===== src/rtl/mips_main_controller_if.sv =====
// rtl/mips_main_controller_if.sv - opcode/handshake inputs and datapath controls of the main FSM
interface mips_main_controller_if #(
   parameter int STATE_W = 4
);
   logic [5:0]         op;
   logic               mem_ready;
   logic               PCWriteCond;
   logic               PCWrite;
   logic [1:0]         PCSource;
   logic               IorD;
   logic               MemRead;
   logic               MemWrite;
   logic               MemToReg;
   logic               IRWrite;
   logic               RegWrite;
   logic               RegDst;
   logic               ALUSrcA;
   logic [1:0]         ALUSrcB;
   logic [1:0]         ALUOp;
   logic [STATE_W-1:0] state_out;
   logic               illegal_op;
   logic               mem_timeout;

   modport master (
      input  op, mem_ready,
      output PCWriteCond, PCWrite, PCSource, IorD, MemRead, MemWrite, MemToReg,
             IRWrite, RegWrite, RegDst, ALUSrcA, ALUSrcB, ALUOp,
             state_out, illegal_op, mem_timeout
   );

   modport slave (
      output op, mem_ready,
      input  PCWriteCond, PCWrite, PCSource, IorD, MemRead, MemWrite, MemToReg,
             IRWrite, RegWrite, RegDst, ALUSrcA, ALUSrcB, ALUOp,
             state_out, illegal_op, mem_timeout
   );
endinterface


===== src/rtl/mips_main_controller.sv =====
// rtl/mips_main_controller.sv - multicycle MIPS main control FSM with memory-ready stalls
module mips_main_controller #(
   parameter int STATE_W      = 4,
   parameter int MEM_WAIT_MAX = 255
) (
   input  logic                   clk,
   input  logic                   reset,
   mips_main_controller_if.master bus
);
   localparam int CNT_W = (MEM_WAIT_MAX < 2) ? 1 : $clog2(MEM_WAIT_MAX + 1);
   localparam logic [CNT_W-1:0] WAIT_MAX  = CNT_W'(MEM_WAIT_MAX);
   localparam logic [CNT_W-1:0] WAIT_LAST = CNT_W'(MEM_WAIT_MAX - 1);

   localparam logic [5:0] OP_R    = 6'b000000;
   localparam logic [5:0] OP_LW   = 6'b100011;
   localparam logic [5:0] OP_SW   = 6'b101011;
   localparam logic [5:0] OP_BEQ  = 6'b000100;
   localparam logic [5:0] OP_J    = 6'b000010;
   localparam logic [5:0] OP_ADDI = 6'b001000;

   typedef enum logic [3:0] {
      S_FETCH  = 4'd0,  S_DECODE = 4'd1,  S_MEMADR = 4'd2,  S_MEMRD  = 4'd3,
      S_MEMWB  = 4'd4,  S_MEMWR  = 4'd5,  S_REXEC  = 4'd6,  S_RWB    = 4'd7,
      S_BRANCH = 4'd8,  S_JUMP   = 4'd9,  S_ADDIEX = 4'd10, S_ADDIWB = 4'd11
   } state_t;

   state_t           state_q, state_d;
   logic [CNT_W-1:0] wait_cnt_q, wait_cnt_d;
   logic             timeout_q, timeout_d;
   logic             waiting;

   logic       pc_write_cond, pc_write, iord, mem_read, mem_write, mem_to_reg;
   logic       ir_write, reg_write, reg_dst, alu_src_a, illegal;
   logic [1:0] pc_source, alu_src_b, alu_op;

   always_comb begin
      state_d       = S_FETCH;
      pc_write_cond = 1'b0;
      pc_write      = 1'b0;
      pc_source     = 2'b00;
      iord          = 1'b0;
      mem_read      = 1'b0;
      mem_write     = 1'b0;
      mem_to_reg    = 1'b0;
      ir_write      = 1'b0;
      reg_write     = 1'b0;
      reg_dst       = 1'b0;
      alu_src_a     = 1'b0;
      alu_src_b     = 2'b00;
      alu_op        = 2'b00;
      illegal       = 1'b0;

      case (state_q)
         S_FETCH: begin
            mem_read  = 1'b1;
            alu_src_b = 2'b01;
            // PC and IR only advance on the cycle the fetch completes
            ir_write  = bus.mem_ready;
            pc_write  = bus.mem_ready;
            state_d   = bus.mem_ready ? S_DECODE : S_FETCH;
         end
         S_DECODE: begin
            alu_src_b = 2'b11;
            case (bus.op)
               OP_LW, OP_SW: state_d = S_MEMADR;
               OP_R:         state_d = S_REXEC;
               OP_BEQ:       state_d = S_BRANCH;
               OP_J:         state_d = S_JUMP;
               OP_ADDI:      state_d = S_ADDIEX;
               default: begin
                  illegal = 1'b1;
                  state_d = S_FETCH;
               end
            endcase
         end
         S_MEMADR: begin
            alu_src_a = 1'b1;
            alu_src_b = 2'b10;
            if (bus.op == OP_LW)      state_d = S_MEMRD;
            else if (bus.op == OP_SW) state_d = S_MEMWR;
            else                      state_d = S_FETCH;
         end
         S_MEMRD: begin
            mem_read  = 1'b1;
            iord      = 1'b1;
            alu_src_a = 1'b1;
            alu_src_b = 2'b10;
            state_d   = bus.mem_ready ? S_MEMWB : S_MEMRD;
         end
         S_MEMWB: begin
            reg_write  = 1'b1;
            mem_to_reg = 1'b1;
         end
         S_MEMWR: begin
            mem_write = 1'b1;
            iord      = 1'b1;
            alu_src_a = 1'b1;
            alu_src_b = 2'b10;
            state_d   = bus.mem_ready ? S_FETCH : S_MEMWR;
         end
         S_REXEC: begin
            alu_src_a = 1'b1;
            alu_op    = 2'b10;
            state_d   = S_RWB;
         end
         S_RWB: begin
            reg_write = 1'b1;
            reg_dst   = 1'b1;
         end
         S_BRANCH: begin
            alu_src_a     = 1'b1;
            alu_op        = 2'b01;
            pc_write_cond = 1'b1;
            pc_source     = 2'b01;
         end
         S_JUMP: begin
            pc_write  = 1'b1;
            pc_source = 2'b10;
         end
         S_ADDIEX: begin
            alu_src_a = 1'b1;
            alu_src_b = 2'b10;
            state_d   = S_ADDIWB;
         end
         S_ADDIWB: begin
            reg_write = 1'b1;
         end
         default: state_d = S_FETCH;
      endcase

      // Reset must kill strobes in the same cycle, e.g. a stalled store
      if (!reset) begin
         pc_write_cond = 1'b0;
         pc_write      = 1'b0;
         pc_source     = 2'b00;
         iord          = 1'b0;
         mem_read      = 1'b0;
         mem_write     = 1'b0;
         mem_to_reg    = 1'b0;
         ir_write      = 1'b0;
         reg_write     = 1'b0;
         reg_dst       = 1'b0;
         alu_src_a     = 1'b0;
         alu_src_b     = 2'b00;
         alu_op        = 2'b00;
         illegal       = 1'b0;
      end

      waiting    = ((state_q == S_FETCH) || (state_q == S_MEMRD) || (state_q == S_MEMWR))
                   && !bus.mem_ready;
      wait_cnt_d = waiting ? ((wait_cnt_q == WAIT_MAX) ? WAIT_MAX : wait_cnt_q + CNT_W'(1))
                           : '0;
      timeout_d  = timeout_q | (waiting && (wait_cnt_q >= WAIT_LAST));
   end

   always_ff @(posedge clk) begin
      if (!reset) begin
         state_q    <= S_FETCH;
         wait_cnt_q <= '0;
         timeout_q  <= 1'b0;
      end else begin
         state_q    <= state_d;
         wait_cnt_q <= wait_cnt_d;
         timeout_q  <= timeout_d;
      end
   end

   assign bus.PCWriteCond = pc_write_cond;
   assign bus.PCWrite     = pc_write;
   assign bus.PCSource    = pc_source;
   assign bus.IorD        = iord;
   assign bus.MemRead     = mem_read;
   assign bus.MemWrite    = mem_write;
   assign bus.MemToReg    = mem_to_reg;
   assign bus.IRWrite     = ir_write;
   assign bus.RegWrite    = reg_write;
   assign bus.RegDst      = reg_dst;
   assign bus.ALUSrcA     = alu_src_a;
   assign bus.ALUSrcB     = alu_src_b;
   assign bus.ALUOp       = alu_op;
   assign bus.illegal_op  = illegal;
   assign bus.mem_timeout = timeout_q;
   assign bus.state_out   = STATE_W'(state_q);
endmodule


===== src/flat_wrapper.sv =====
// flat-port wrapper written by rule: the top's interface ports become plain ports
module mips_main_controller_flat 
#(
   parameter int STATE_W      = 4,
   parameter int MEM_WAIT_MAX = 255
)
  (clk, reset, bus_op, bus_mem_ready, bus_PCWriteCond, bus_PCWrite, bus_PCSource, bus_IorD, bus_MemRead, bus_MemWrite, bus_MemToReg, bus_IRWrite, bus_RegWrite, bus_RegDst, bus_ALUSrcA, bus_ALUSrcB, bus_ALUOp, bus_state_out, bus_illegal_op, bus_mem_timeout);
  mips_main_controller_if #(.STATE_W(STATE_W)) bus_i ();
  input  logic clk;
  input  logic reset;
  input wire logic [$bits(bus_i.op)-1:0] bus_op;
  input wire logic [$bits(bus_i.mem_ready)-1:0] bus_mem_ready;
  output wire logic [$bits(bus_i.PCWriteCond)-1:0] bus_PCWriteCond;
  output wire logic [$bits(bus_i.PCWrite)-1:0] bus_PCWrite;
  output wire logic [$bits(bus_i.PCSource)-1:0] bus_PCSource;
  output wire logic [$bits(bus_i.IorD)-1:0] bus_IorD;
  output wire logic [$bits(bus_i.MemRead)-1:0] bus_MemRead;
  output wire logic [$bits(bus_i.MemWrite)-1:0] bus_MemWrite;
  output wire logic [$bits(bus_i.MemToReg)-1:0] bus_MemToReg;
  output wire logic [$bits(bus_i.IRWrite)-1:0] bus_IRWrite;
  output wire logic [$bits(bus_i.RegWrite)-1:0] bus_RegWrite;
  output wire logic [$bits(bus_i.RegDst)-1:0] bus_RegDst;
  output wire logic [$bits(bus_i.ALUSrcA)-1:0] bus_ALUSrcA;
  output wire logic [$bits(bus_i.ALUSrcB)-1:0] bus_ALUSrcB;
  output wire logic [$bits(bus_i.ALUOp)-1:0] bus_ALUOp;
  output wire logic [$bits(bus_i.state_out)-1:0] bus_state_out;
  output wire logic [$bits(bus_i.illegal_op)-1:0] bus_illegal_op;
  output wire logic [$bits(bus_i.mem_timeout)-1:0] bus_mem_timeout;
  assign bus_i.op = bus_op;
  assign bus_i.mem_ready = bus_mem_ready;
  assign bus_PCWriteCond = bus_i.PCWriteCond;
  assign bus_PCWrite = bus_i.PCWrite;
  assign bus_PCSource = bus_i.PCSource;
  assign bus_IorD = bus_i.IorD;
  assign bus_MemRead = bus_i.MemRead;
  assign bus_MemWrite = bus_i.MemWrite;
  assign bus_MemToReg = bus_i.MemToReg;
  assign bus_IRWrite = bus_i.IRWrite;
  assign bus_RegWrite = bus_i.RegWrite;
  assign bus_RegDst = bus_i.RegDst;
  assign bus_ALUSrcA = bus_i.ALUSrcA;
  assign bus_ALUSrcB = bus_i.ALUSrcB;
  assign bus_ALUOp = bus_i.ALUOp;
  assign bus_state_out = bus_i.state_out;
  assign bus_illegal_op = bus_i.illegal_op;
  assign bus_mem_timeout = bus_i.mem_timeout;
  mips_main_controller #(.STATE_W(STATE_W), .MEM_WAIT_MAX(MEM_WAIT_MAX)) u_core (.clk(clk), .reset(reset), .bus(bus_i));
endmodule

===== config.mk =====
export PLATFORM = sky130hd
export DESIGN_NAME = mips_main_controller_flat
export DESIGN_NICKNAME = d
export VERILOG_FILES = /design/src/rtl/mips_main_controller_if.sv /design/src/rtl/mips_main_controller.sv /design/src/flat_wrapper.sv
export SDC_FILE = /design/constraint.sdc
export NUM_CORES = 1
export LEC_CHECK = 0
export CORE_ASPECT_RATIO = 0.9
export CORE_MARGIN = 3
export CORE_UTILIZATION = 30
export DETAILED_ROUTE_END_ITERATION = 6
export RECOVER_POWER = 25
export SLEW_MARGIN = 20
export SYNTH_ARGS = -nofsm -noshare
export SYNTH_HDL_FRONTEND = slang
export SYNTH_SLANG_ARGS = --single-unit

===== constraint.sdc =====
create_clock -name clk -period 2.1 [get_ports clk]
set_input_delay 0.315 -clock clk [delete_from_list [all_inputs] [get_ports clk]]
set_output_delay 0.315 -clock clk [all_outputs]
set_load 0.01 [all_outputs]

==> summary.md <==
| Metric | Value |
|---|---|
| Status | completed |
| R2r endpoint | u_core.wait_cnt_q[5] |
| Pre-CTS WS | -0.1600 ns |
| Hold WC Path Type | flip-flop to flip-flop |
| Synth-to-Final Area Change | 55.71% |
| Crit path max fanout | 12 |
| Slew @ Worst Pin | 0.3335 ns |
| Drt via density | 4.969 |
| CTS Sinks | 13 |
| P_int | 467.9 uW |
| Yosys warnings | 0 |
| Flop pwr share | 41.1% |
| Core ar. | 3162 sq um |
| Starting DRT DRC Count | 71 |
| Final hold violation count | 0 |
| Antenna cells | 0 |
| Yosys top cell area share | 25.52% |
| Setup tns final | 0 ns |
| Clock Power Share | 34.5% |
| Setup violators final | 0 |
| Worst r2r src | u_core.bus.state_out[2] |
| Flop-to-flop setup slack | 0.42 ns |
| Post-synthesis simple-gate area fraction | 35.58% |
| CP required | 1.78 ns |
| Critical Path Sink | bus_RegWrite |
| Clock transition at path regs | 0.05 ns |
| RSZ-0062 raised after global routing | false |
| I/O pin total | 31 |
| Post-Synthesis Cells | 141 |
| IO Port Bufs | 30 |
| Largest net degree at the start of global routing | 24 |
| Syn Area/Cell | 7.232 sq um |
| Complex-gate fraction of the synthesized area | 20.86% |
| Die H | 61.31 um |
| Minimum clock period | 2.029 ns |
| Nets | 198 |
| Clock Latency Late Sink | 0.24 ns |
| Synth area leader | dfxtp_1 |
| Seq/Total Area, Yosys | 25.52% |
| Post-CTS Setup Inserts | 0 |
| CTS Buffer Depth | 2 |
| Leak | 0.6597 nW |
| Largest family of logic cells by synthesized area | simple AND/OR/NAND/NOR gates |
| Total track usage | 13.69% |
| PnR worst setup slack | 0.07086 ns |
| Post-Synth XOR/XNOR Area | 5.153% |
| Detailed-route via count | 1133 |
| H-tree levels | 1 |
| Switching power | 162.4 uW |
| Gate power share | 24.4% |
| Count of pins over their slew limit | 0 |
| Standard-cell row count | 19 |
| Remaining routing DRC violations | 0 |
| Hpwl dp | 2105 um |
| TritonCTS Buffers | 3 |
| CP endpoint kind | output port |
| Post-Syn Area | 1020 sq um |
| Hold_ws | 0.4892 ns |
| CTS root buf | clkbuf_8 |
| Max-cap violations | 0 |
| Data arrival, critical path | 1.71 ns |
| Commonest cells post-synth | 17 x nor2_1, 14 x nand2_1, 13 x dfxtp_1 |
| Pwr Total | 630.3 uW |
| Die span in x | 67.46 um |
| RePlAce Congestion | 0.8217 |
| Normalized max-slew margin | 77.77% |
| Pwr Density | 397.0 nW/um^2 |
| First-pass GRT wire length | 4443 um |
| Fraction of layout cells with a size suffix above 1 | 19.89% |
| Peak VDD IR | 0.2002 mV |
| Net Count, Synth | 152 |
| Ys async rst share | 0% |
| CTS tree | yes |
| Placed insts | 224 |
| Most used flip-flop cell after synthesis | dfxtp_1 |
| Critical Path Source Type | flip-flop |
| Count leader, synth | nor2_1 |
| Adder-Cell Fraction of Synth Area | 2.454% |
| Crit path kind | flip-flop to output port |
| Avg WL per Cell | 11.61 um |
| WL final | 2646 um |
| Layout Cells excl Fill | 228 |
| Initial antenna violation count | 0 |
| Mux share of post-synthesis cell area | 2.945% |
| Post-DRT Antenna Nets | 0 |
| Worst Skew | 0.001836 ns |
| Net Sw Frac | 25.77% |
| Top cells by area, synth | dfxtp_1 26%, nor2_1 6.3%, a21oi_1 5.9% |
| Global route total overflow | 0 |
| Number of global-route vias before repair | 1050 |
| #FFs+latches synth | 13 |
| EDFF count, synth | 0 |
| Initial Util | 32.25% |
| Synth cell types | 39 |
| F_max | 0.4928 GHz |
| Die ar. | 4136 sq um |
| Final critical-path share of the clock period | 96.63% |
| Reg2Reg Depth | 6 |
| Crit. Startpoint | u_core.bus.state_out[2] |
| First-pass iteration count of the detailed router | 5 |
==> worst min path at each step <==
stage,start,to,slack [ns],cells after the start
global placement,u_core.bus.mem_timeout,u_core.bus.mem_timeout,0.48,2
detailed placement,u_core.bus.mem_timeout,u_core.bus.mem_timeout,0.49,2
finish,u_core.bus.mem_timeout,u_core.bus.mem_timeout,0.49,2
CTS,u_core.bus.mem_timeout,u_core.bus.mem_timeout,0.50,2
floorplan,u_core.wait_cnt_q[0],u_core.wait_cnt_q[0],0.46,1
global route,u_core.bus.mem_timeout,u_core.bus.mem_timeout,0.55,2
==> sequential cells by signal, indices dropped and copies added, names as in the netlist <==
| signal | cells |
|---|---|
| u_core.bus.state_out | 4 |
| u_core.bus.mem_timeout | 1 |
| u_core.wait_cnt_q | 8 |
==> cell usage in the layout (no fill, tap or decap), types with 4 or more instances in the layout <==
| master | n |
|---|---|
| dlygate4sd2_1 | 9 |
| clkdlybuf4s50_1 | 18 |
| dfxtp_1 | 11 |
| nand3_1 | 5 |
| and3_1 | 5 |
| buf_4 | 18 |
| nor2_1 | 17 |
| a21oi_1 | 12 |
| nand2_1 | 14 |
| nor3_1 | 7 |
| inv_1 | 4 |
==> critical path, stage by stage, from the launching register on <==
cell and delay (ns):
dfxtp_4 0.42, buf_6 0.16, inv_1 0.06, nor4_1 0.15
o21a_1 0.16, clkdlybuf4s50_1 0.53
==> layer usage <==
| layer | part of all wire, % | GRT usage, % |
|---|---|---|
| met5 | 0 | 0 |
| met4 | 0.45 | 2.890 |
| met3 | 4.1 | 2.737 |
| met2 | 50 | 23.81 |
| met1 | 46 | 17.68 |
==> power groups by stage <==
stage          clock network, mW  logic, mW  registers, mW
3_5_place_dp                   0      0.152          0.264
2_1_floorplan                  0     0.0715          0.262
6_report                   0.218      0.154          0.259
5_1_grt                    0.236      0.168          0.260
3_3_place_gp                   0      0.153          0.264
4_1_cts                    0.227      0.153          0.258
==> logic make-up (layout without fill, tap and decap cells) <==
family | after synthesis | after routing
muxes | 3 | 3
buffers and inverters | 15 | 60
and+or+nand+nor | 71 | 71
DFF | 13 | 13
AOI/OAI and AO/OA | 31 | 31
xor gates and xnor gates | 6 | 6
adders and majority gates | 2 | 2
==> metrics by stage <==
| stage | util, % | instance area (sq um) |
|---|---|---|
| 6_report | 50.22 | 1588 |
| 5_1_grt | 50.22 | 1588 |
| 4_1_cts | 49.54 | 1567 |
| 3_5_place_dp | 47.49 | 1501 |
| 3_3_place_gp | 47.49 | 1501 |
| 2_1_floorplan | - | 1020 |
==> what timing repair did <==
action / in CTS / in global routing
pin swaps: 0 / 0
endpoints found under the setup margin: 14 / 4
hold buffers: 0 / 0
resized for setup: 17 / 5
==> layout make-up <==
class / count / area, sq um
Clock inverter: 1 / 5.005
Fill cell: 321 / 1574
Multi-Input combinational cell: 113 / 726.9
Timing Repair Buffer: 52 / 481.7
Clock buffer: 3 / 41.29
Tap cell: 42 / 52.55
Sequential cell: 13 / 265.3
Inverter: 4 / 15.01
No activity file was read; power rests on OpenSTA's default activity.
